File: src/rtl/fifo_pkg.sv
// fifo_pkg: shared definitions for the dual-clock FIFO pointer blocks.
//   FIFO_ADDR_WIDTH : default memory address width (depth = 2**width)
//   bin2gray        : binary -> reflected Gray code
//   gray2bin        : Gray -> binary over the low 'width' bits
package fifo_pkg;

  localparam int FIFO_ADDR_WIDTH = 8;

  // Binary to Gray: each bit is the XOR of itself and its upper neighbour.
  function automatic logic [31:0] bin2gray(input logic [31:0] bin);
    return bin ^ (bin >> 1);
  endfunction

  // Gray to binary: running XOR from the MSB down; bits at or above width read 0.
  function automatic logic [31:0] gray2bin(input logic [31:0] gray, input int width);
    logic [31:0] bin;
    logic        carry;
    bin   = 32'd0;
    carry = 1'b0;
    for (int i = 31; i >= 0; i--) begin
      if (i < width) begin
        carry  = carry ^ gray[i];
        bin[i] = carry;
      end else begin
        bin[i] = 1'b0;
      end
    end
    return bin;
  endfunction

endpackage

File: src/rtl/wptr_full_if.sv
// wptr_full_if: write-side pointer bus between the write-pointer block and
// the rest of the write domain.
//   W_Inc     : write request
//   WQ2_Rptr  : Gray read pointer synchronized into the write clock domain
//   W_En      : memory write strobe
//   W_Addr    : memory write address
//   W_Ptr     : Gray write pointer toward the write-to-read synchronizer
//   W_Full    : FIFO full
//   W_Level   : occupancy seen from the write side
//   W_Ovf     : sticky write-while-full flag
//   W_AFull   : almost full (only with FIFO_ALMOST_FULL_EN)
// Modports: slave = the pointer block, master = its environment.
interface wptr_full_if
  import fifo_pkg::*;
#(
  parameter int ADDR_WIDTH = FIFO_ADDR_WIDTH
);
  logic                  W_Inc;
  logic [ADDR_WIDTH:0]   WQ2_Rptr;
  logic                  W_En;
  logic [ADDR_WIDTH-1:0] W_Addr;
  logic [ADDR_WIDTH:0]   W_Ptr;
  logic                  W_Full;
  logic [ADDR_WIDTH:0]   W_Level;
  logic                  W_Ovf;
`ifdef FIFO_ALMOST_FULL_EN
  logic                  W_AFull;
`endif

  modport slave (
    input  W_Inc, WQ2_Rptr,
    output W_En, W_Addr, W_Ptr, W_Full, W_Level, W_Ovf
`ifdef FIFO_ALMOST_FULL_EN
    , output W_AFull
`endif
  );

  modport master (
    output W_Inc, WQ2_Rptr,
    input  W_En, W_Addr, W_Ptr, W_Full, W_Level, W_Ovf
`ifdef FIFO_ALMOST_FULL_EN
    , input W_AFull
`endif
  );

endinterface

File: src/rtl/gray2bin.sv
// gray2bin: combinational Gray-to-binary converter (XOR prefix from the MSB).
// Shared by the write-side and read-side pointer blocks.
//   gray : Gray-coded input, WIDTH bits
//   bin  : binary equivalent, WIDTH bits
module gray2bin #(
  parameter int WIDTH = 9
) (
  input  logic [WIDTH-1:0] gray,
  output logic [WIDTH-1:0] bin
);

  logic [WIDTH-1:0] acc_s;

  // bin[i] = XOR of gray[WIDTH-1:i], built as a sum of right shifts.
  always_comb begin
    acc_s = gray;
    for (int i = 1; i < WIDTH; i++) begin
      acc_s = acc_s ^ (gray >> i);
    end
  end

  assign bin = acc_s;

endmodule

File: src/rtl/wptr_full.sv
// wptr_full: write-domain pointer and full-flag generator for the dual-clock
// FIFO. Advances the binary write address and Gray write pointer on each
// accepted write and derives full, level and overflow from the read pointer
// already synchronized into this clock domain.
//   CLK  : write clock
//   RST  : synchronous active-high reset
//   bus  : wptr_full_if.slave (W_Inc, WQ2_Rptr in; W_En, W_Addr, W_Ptr,
//          W_Full, W_Level, W_Ovf and optional W_AFull out)
// Optional feature macro: FIFO_ALMOST_FULL_EN adds W_AFull with threshold
// AFULL_THRESH.
module wptr_full
  import fifo_pkg::*;
#(
  parameter int ADDR_WIDTH = FIFO_ADDR_WIDTH
`ifdef FIFO_ALMOST_FULL_EN
  , parameter int AFULL_THRESH = (2 ** ADDR_WIDTH) - 4
`endif
) (
  input logic        CLK,
  input logic        RST,
  wptr_full_if.slave bus
);

  localparam int PW = ADDR_WIDTH + 1;

  logic [PW-1:0] wbin_r;
  logic [PW-1:0] wptr_r;
  logic          full_r;
  logic [PW-1:0] level_r;
  logic          ovf_r;

  logic          accept_s;
  logic [PW-1:0] wbin_next_s;
  logic [PW-1:0] wgray_next_s;
  logic [PW-1:0] rptr_full_s;
  logic          full_next_s;
  logic [PW-1:0] rbin_s;
  logic [PW-1:0] level_next_s;

  gray2bin #(.WIDTH(PW)) u_rptr_g2b (
    .gray (bus.WQ2_Rptr),
    .bin  (rbin_s)
  );

  assign accept_s     = bus.W_Inc & ~full_r;
  assign wbin_next_s  = wbin_r + PW'(accept_s);
  assign wgray_next_s = wbin_next_s ^ (wbin_next_s >> 1);
  // Full pattern: read pointer one lap behind, i.e. top two Gray bits inverted.
  assign rptr_full_s  = {~bus.WQ2_Rptr[ADDR_WIDTH:ADDR_WIDTH-1], bus.WQ2_Rptr[ADDR_WIDTH-2:0]};
  assign full_next_s  = (wgray_next_s == rptr_full_s);
  assign level_next_s = wbin_next_s - rbin_s;

  // Pointer, flag and level registers.
  always_ff @(posedge CLK) begin
    if (RST) begin
      wbin_r  <= '0;
      wptr_r  <= '0;
      full_r  <= 1'b0;
      level_r <= '0;
      ovf_r   <= 1'b0;
    end else begin
      wbin_r  <= wbin_next_s;
      wptr_r  <= wgray_next_s;
      full_r  <= full_next_s;
      level_r <= level_next_s;
      ovf_r   <= ovf_r | (bus.W_Inc & full_r);
    end
  end

`ifdef FIFO_ALMOST_FULL_EN
  logic afull_r;

  // Almost-full register, same timing as the full flag.
  always_ff @(posedge CLK) begin
    if (RST) begin
      afull_r <= 1'b0;
    end else begin
      afull_r <= (level_next_s >= PW'(AFULL_THRESH));
    end
  end

  assign bus.W_AFull = afull_r;
`endif

  // Strobe is held low during reset so no write lands in memory while
  // the pointer is being cleared.
  assign bus.W_En    = accept_s & ~RST;
  assign bus.W_Addr  = wbin_r[ADDR_WIDTH-1:0];
  assign bus.W_Ptr   = wptr_r;
  assign bus.W_Full  = full_r;
  assign bus.W_Level = level_r;
  assign bus.W_Ovf   = ovf_r;

endmodule
File: src/flat_wrapper.sv
// flat-port wrapper written by rule: the top's interface ports become plain ports
module wptr_full_flat import fifo_pkg::*;
#(
  parameter int ADDR_WIDTH = FIFO_ADDR_WIDTH

)
  (CLK, RST, bus_W_Inc, bus_WQ2_Rptr, bus_W_En, bus_W_Addr, bus_W_Ptr, bus_W_Full, bus_W_Level, bus_W_Ovf);
  wptr_full_if #(.ADDR_WIDTH(ADDR_WIDTH)) bus_i ();
  input logic CLK;
  input logic RST;
  input wire logic [$bits(bus_i.W_Inc)-1:0] bus_W_Inc;
  input wire logic [$bits(bus_i.WQ2_Rptr)-1:0] bus_WQ2_Rptr;
  output wire logic [$bits(bus_i.W_En)-1:0] bus_W_En;
  output wire logic [$bits(bus_i.W_Addr)-1:0] bus_W_Addr;
  output wire logic [$bits(bus_i.W_Ptr)-1:0] bus_W_Ptr;
  output wire logic [$bits(bus_i.W_Full)-1:0] bus_W_Full;
  output wire logic [$bits(bus_i.W_Level)-1:0] bus_W_Level;
  output wire logic [$bits(bus_i.W_Ovf)-1:0] bus_W_Ovf;
  assign bus_i.W_Inc = bus_W_Inc;
  assign bus_i.WQ2_Rptr = bus_WQ2_Rptr;
  assign bus_W_En = bus_i.W_En;
  assign bus_W_Addr = bus_i.W_Addr;
  assign bus_W_Ptr = bus_i.W_Ptr;
  assign bus_W_Full = bus_i.W_Full;
  assign bus_W_Level = bus_i.W_Level;
  assign bus_W_Ovf = bus_i.W_Ovf;
  wptr_full #(.ADDR_WIDTH(ADDR_WIDTH)) u_core (.CLK(CLK), .RST(RST), .bus(bus_i));
endmodule
File: config.mk
export PLATFORM = sky130hd
export DESIGN_NAME = wptr_full_flat
export DESIGN_NICKNAME = d
export VERILOG_FILES = /design/src/rtl/fifo_pkg.sv /design/src/rtl/wptr_full_if.sv /design/src/rtl/gray2bin.sv /design/src/rtl/wptr_full.sv /design/src/flat_wrapper.sv
export SDC_FILE = /design/constraint.sdc
export NUM_CORES = 1
export LEC_CHECK = 0
export ABC_AREA = 1
export BUFFER_PORTS_ARGS = -buffer_cell sky130_fd_sc_hd__buf_2
export CORE_UTILIZATION = 25
export CTS_CLUSTER_DIAMETER = 80
export DETAILED_ROUTE_END_ITERATION = 7
export SYNTH_ARGS = -nofsm -noshare
export SYNTH_HDL_FRONTEND = slang
export SYNTH_SLANG_ARGS = --single-unit
File: constraint.sdc
create_clock -name CLK -period 3.3 [get_ports CLK]
set_input_delay 0.66 -clock CLK [delete_from_list [all_inputs] [get_ports CLK]]
set_output_delay 0.66 -clock CLK [all_outputs]
set_load 0.05 [all_outputs]
# == After elaboration in Yosys (flattened, before gate mapping) ==
# Index checks and enable logic that the tools add are counted.
# totals
ff_bits,29
latch_bits,0
ramBits,0
romBits,0
input_bits,12
elab_cells,24
n_memories,0
# op_classes
add_sub_neg,2
multipliers,0
div,0
magnitude_cmp,0
n_eq_ne,1
shifts,0
muxes,0
n_bitwise,16
n_reduce_logical,0
# op_table
op,count
9-bit by 8-bit bitwise XOR with 9-bit output,2
9-bit by 1-bit adder with 9-bit output,1
9-bit == test,1
9-bit subtractor,1
9-bit by 1-bit bitwise XOR with 9-bit output,1
9-bit by 2-bit bitwise XOR with 9-bit output,1
9-bit by 3-bit bitwise XOR with 9-bit output,1
9-bit by 4-bit bitwise XOR with 9-bit output,1
9-bit by 5-bit bitwise XOR with 9-bit output,1
9-bit by 6-bit bitwise XOR with 9-bit output,1
9-bit by 7-bit bitwise XOR with 9-bit output,1
1-bit bitwise AND,3
1-bit inverter,2
2-bit inverter,1
1-bit OR,1

# == Longest topological paths before layout ==
# depth
word_depth,9
mapped_depth,17
depth_no_buf,16

# == By module ==
# From an unflattened synthesis, not the netlist that was laid out.
# unflattened
cells_unflattened,330
hier_area_um2,1971.9
# modules_own_cells
module,instances,cells_per_inst,area_each_um2
wptr_full,1,265,1644.1
gray2bin,1,65,327.8

# == Worst setup path after synthesis ==
# Ideal clock, no wire load.
# synth_timing
path_type,input-to-reg
startpoint,in bus_W_Inc
endpoint,reg u_core.level_r[7] (netlist: u_core.bus.W_Level[7])
setup_ps,65
arrival_ps,2667
required_ps,3235
path_slack_ps,568
cell_stages,16
n_path_buf,1
path_cell_list,inv_1 nor2_1 ha_1 ha_1 buf_4 nand3_1 nand2_1 nand2_2 inv_2 ha_1 nand4_1 or2_2 nand2_1 xor2_1 inv_1 nor2_1
# synth_between
elab_chain_len,3
# synth_rtl
item,line_no,rtl
start: declaration,flat_wrapper.sv:11,input wire logic [$bits(bus_i.W_Inc)-1:0] bus_W_Inc;
1-bit bitwise AND,wptr_full.sv:45,assign accept_s = bus.W_Inc & ~full_r;
9-bit by 1-bit adder with 9-bit output,wptr_full.sv:46,assign wbin_next_s = wbin_r + PW'(accept_s);
net u_core.wbin_next_s[4],wptr_full.sv:33,logic [PW-1:0] wbin_next_s;
9-bit subtractor,wptr_full.sv:51,assign level_next_s = wbin_next_s - rbin_s;
end signal: assignment,wptr_full.sv:65,level_r <= level_next_s;
end: declaration,wptr_full.sv:29,logic [PW-1:0] level_r;
# The timed path passes the listed nets, and every way through them passes these cells.
# A chain may end at the register's enable or synchronous reset.

# == Final worst setup path ==
# Same ends and word-level chain as after synthesis.

==> reports/qor.yml <==
clkPwrFrac_pct: 19.9
gr-total-overflow: 0
holdBufCountCts: 0
switchingPower_uw: 399
rrSetupSlack_ns: 0.61
layout_commonest_cell: "nand2_1"
intPower_uw: 574
vias: 1653
die_w_um: 86.4
tritoncts: "yes"
core-area_um2: 6830
fmaxAchievable_ghz: 0.353
slew_violations: 0
holdWs_ns: 0.506
antenna_left: 0
ys_seq_area_share_pct: 31.5
ctsResizeCount: 0
skew_ns: 0.00177
fin_tns_setup_ns: 0
initial_core_util_pct: 26.1
diodes: 0
post-place-ws_ns: 0.170
swShare_pct: 41.0
irDropWorstVdd_mv: 0.220
dr_wl_met2_mm: 1.95
clockBufferDepth: 2
avgSynthCellArea_um2: 7.33
yosys_register_bits: 28
wl_met1_mm: 2.02
clock_latency_ns: 0.28
numCtsBuffers: 3
wl_per_cell_um: 11.4
dp_hpwl_mm: 3.41
antenna_found_initial: 0
track_usage_pct: 12.5
path_max_fanout: 7
fillCellCount: 752
max_cap_violations: 0
critPathCaptureType: "flop"
crit_required_ns: 3.52
cts_setup_buffers: 0
ioPinCount: 41
rsz0062_at_grt: "no"
final.min_clock_period_ns: 2.83
io_buffers: 40
cts_root_buffer: "clkbuf_8"
clock-sinks: 28
setup_viol: 0
critPathKind: "in -> reg"
grt_pass1_wl_mm: 7.21
routed_via_density: 4.36
relSlewSlack_pct: 68.9
p_total_uw: 973
critical_path_arrival_ns: 3.05
clkTransAtPathRegs_ns: 0.10
drcViolationCount: 0
grt_max_degree: 24
dieHeight_um: 86.4
status: "finished, final reports clean"
wl_met3_um: 175
pwr-share-comb_pct: 40.7
finalWirelength_mm: 4.31
startpoint_type: "input pin"
drive_gt1_share_pct: 23.3
areaGrowthSynthToFinish_pct: 19.3
syn-num-nets: 266
grt_pass1_vias: 1560
synth_warnings: 0
dr.max_layer_used: "met4"
hold_class: "reg -> reg"
leakagePower_uw: 0.00108
synth.distinct_cells: 34
final_net_count: 308
synth_cells: 243
htreeDepth: 1
floorplan.rows: 30
final_cell_mix: "nand2_1 (47), buf_2 (40), inv_1 (28), dfxtp_1 (28), nor2_1 (26)"
gp_congestion: 0.829
tightest_slew_ns: 0.467
firstDrtPassIters: 4
period_share_pct: 85.9
initialDrtViolationCount: 122
seqPwrFrac_pct: 39.4
hold_viol: 0
synth_area_um2: 1780
dieArea_um2: 7460
power_density_nw_per_um2: 458
setup_slack_ns: 0.465
[synth_stat cells]
master / count / area share (%)
nand4_1: 3 / 1.1
and2_1: 2 / 0.70
nand2_2: 7 / 2.5
ha_1: 10 / 7.0
nor2_8: 1 / 1.1
xnor2_1: 7 / 3.4
fa_1: 1 / 1.1
clkinv_2: 1 / 0.28
nor2_2: 1 / 0.35
nor3_1: 1 / 0.28
dfxtp_1: 28 / 31
o21ai_2: 1 / 0.49
or2_2: 1 / 0.35
xor2_2: 1 / 0.91
nor4_1: 1 / 0.35
xnor2_2: 2 / 1.8
o21ai_0: 8 / 2.2
nand2_1: 47 / 9.9
buf_6: 1 / 0.63
inv_2: 3 / 0.63
nand3b_1: 1 / 0.42
a21oi_1: 20 / 5.6
nand2_4: 2 / 1.3
nand3_2: 1 / 0.56
xnor3_1: 1 / 1.3
nor2_4: 1 / 0.63
o21bai_1: 1 / 0.42
clkbuf_1: 2 / 0.42
inv_1: 28 / 5.9
xor2_1: 8 / 3.9
buf_4: 1 / 0.42
nor2_1: 26 / 5.5
nand3_1: 23 / 6.5
o31a_1: 1 / 0.49
[power by group through the flow]
| stage | combinational [µW] | clock (µW) | sequential, µW |
|---|---|---|---|
| floorplan | 181 | 0 | 513 |
| global placement | 395 | 0 | 391 |
| detailed placement | 394 | 0 | 391 |
| CTS | 397 | 200 | 384 |
| global route | 435 | 215 | 387 |
| finish | 396 | 194 | 383 |
[final timing paths]
kind | start | to | cells past startpoint
min | u_core.bus.W_Ovf | u_core.bus.W_Ovf | 2
max reg2reg | u_core.bus.W_Full | u_core.bus.W_Level[7] | 13
min reg2reg | u_core.bus.W_Ovf | u_core.bus.W_Ovf | 2
max | bus_W_Inc | u_core.bus.W_Level[7] | 15
[registers in the layout (all words and copies together) (netlist names)]
signal / flops
u_core.bus.W_Ptr: 9
u_core.bus.W_Level: 9
u_core.wbin_r: 8
u_core.bus.W_Ovf: 1
u_core.bus.W_Full: 1
[cells by family (layout without fill, tap and decap cells)]
logic type                 after synthesis  after routing  share of synthesized area [%]
AOI/OAI and AO/OA                       31             31                           9.28
xor gates and xnor gates                19             19                           11.4
adders and majority gates               11             11                           8.15
buffers and inverters                   36             76                           8.29
DFF                                     28             28                           31.5
and+or+nand+nor                        118            118                           31.4
[per-layer routing]
metal | track usage [%] | vias to the layer above
li1 | - | 856
met1 | 15.5 | 750
met2 | 20.3 | 35
met3 | 2.38 | 12
met4 | 7.27 | 0
met5 | 0 | -
[critical path: stages]
cell	delay [ns]
buf_2	0.09
inv_1	0.04
nor2_1	0.09
ha_1	0.29
ha_1	0.39
nand3_1	0.13
nand2_2	0.17
clkinv_2	0.10
ha_1	0.34
nand4_1	0.09
or2_2	0.30
nand2_1	0.08
xor2_1	0.14
inv_1	0.05
nor2_1	0.08
[final cells by class]
| type | count | area (µm²) | area share [%] |
|---|---|---|---|
| clock buffer | 3 | 41.3 | 1.94 |
| sequential | 28 | 561 | 26.4 |
| multi-input combinational | 179 | 1070 | 50.5 |
| inverter | 32 | 121 | 5.72 |
| timing repair buffer | 41 | 208 | 9.78 |
| tap | 96 | 120 | 5.66 |
[stage by stage]
step | utilization, % | instance area (µm²) | std cells
after floorplan | - | 1780 | 243
after global placement | 30.5 | 2080 | 376
after detailed placement | 30.5 | 2080 | 376
after CTS | 31.1 | 2120 | 379
after global routing | 31.1 | 2120 | 379
final | 31.1 | 2120 | 379
No activity file was read; power rests on OpenSTA's default activity.
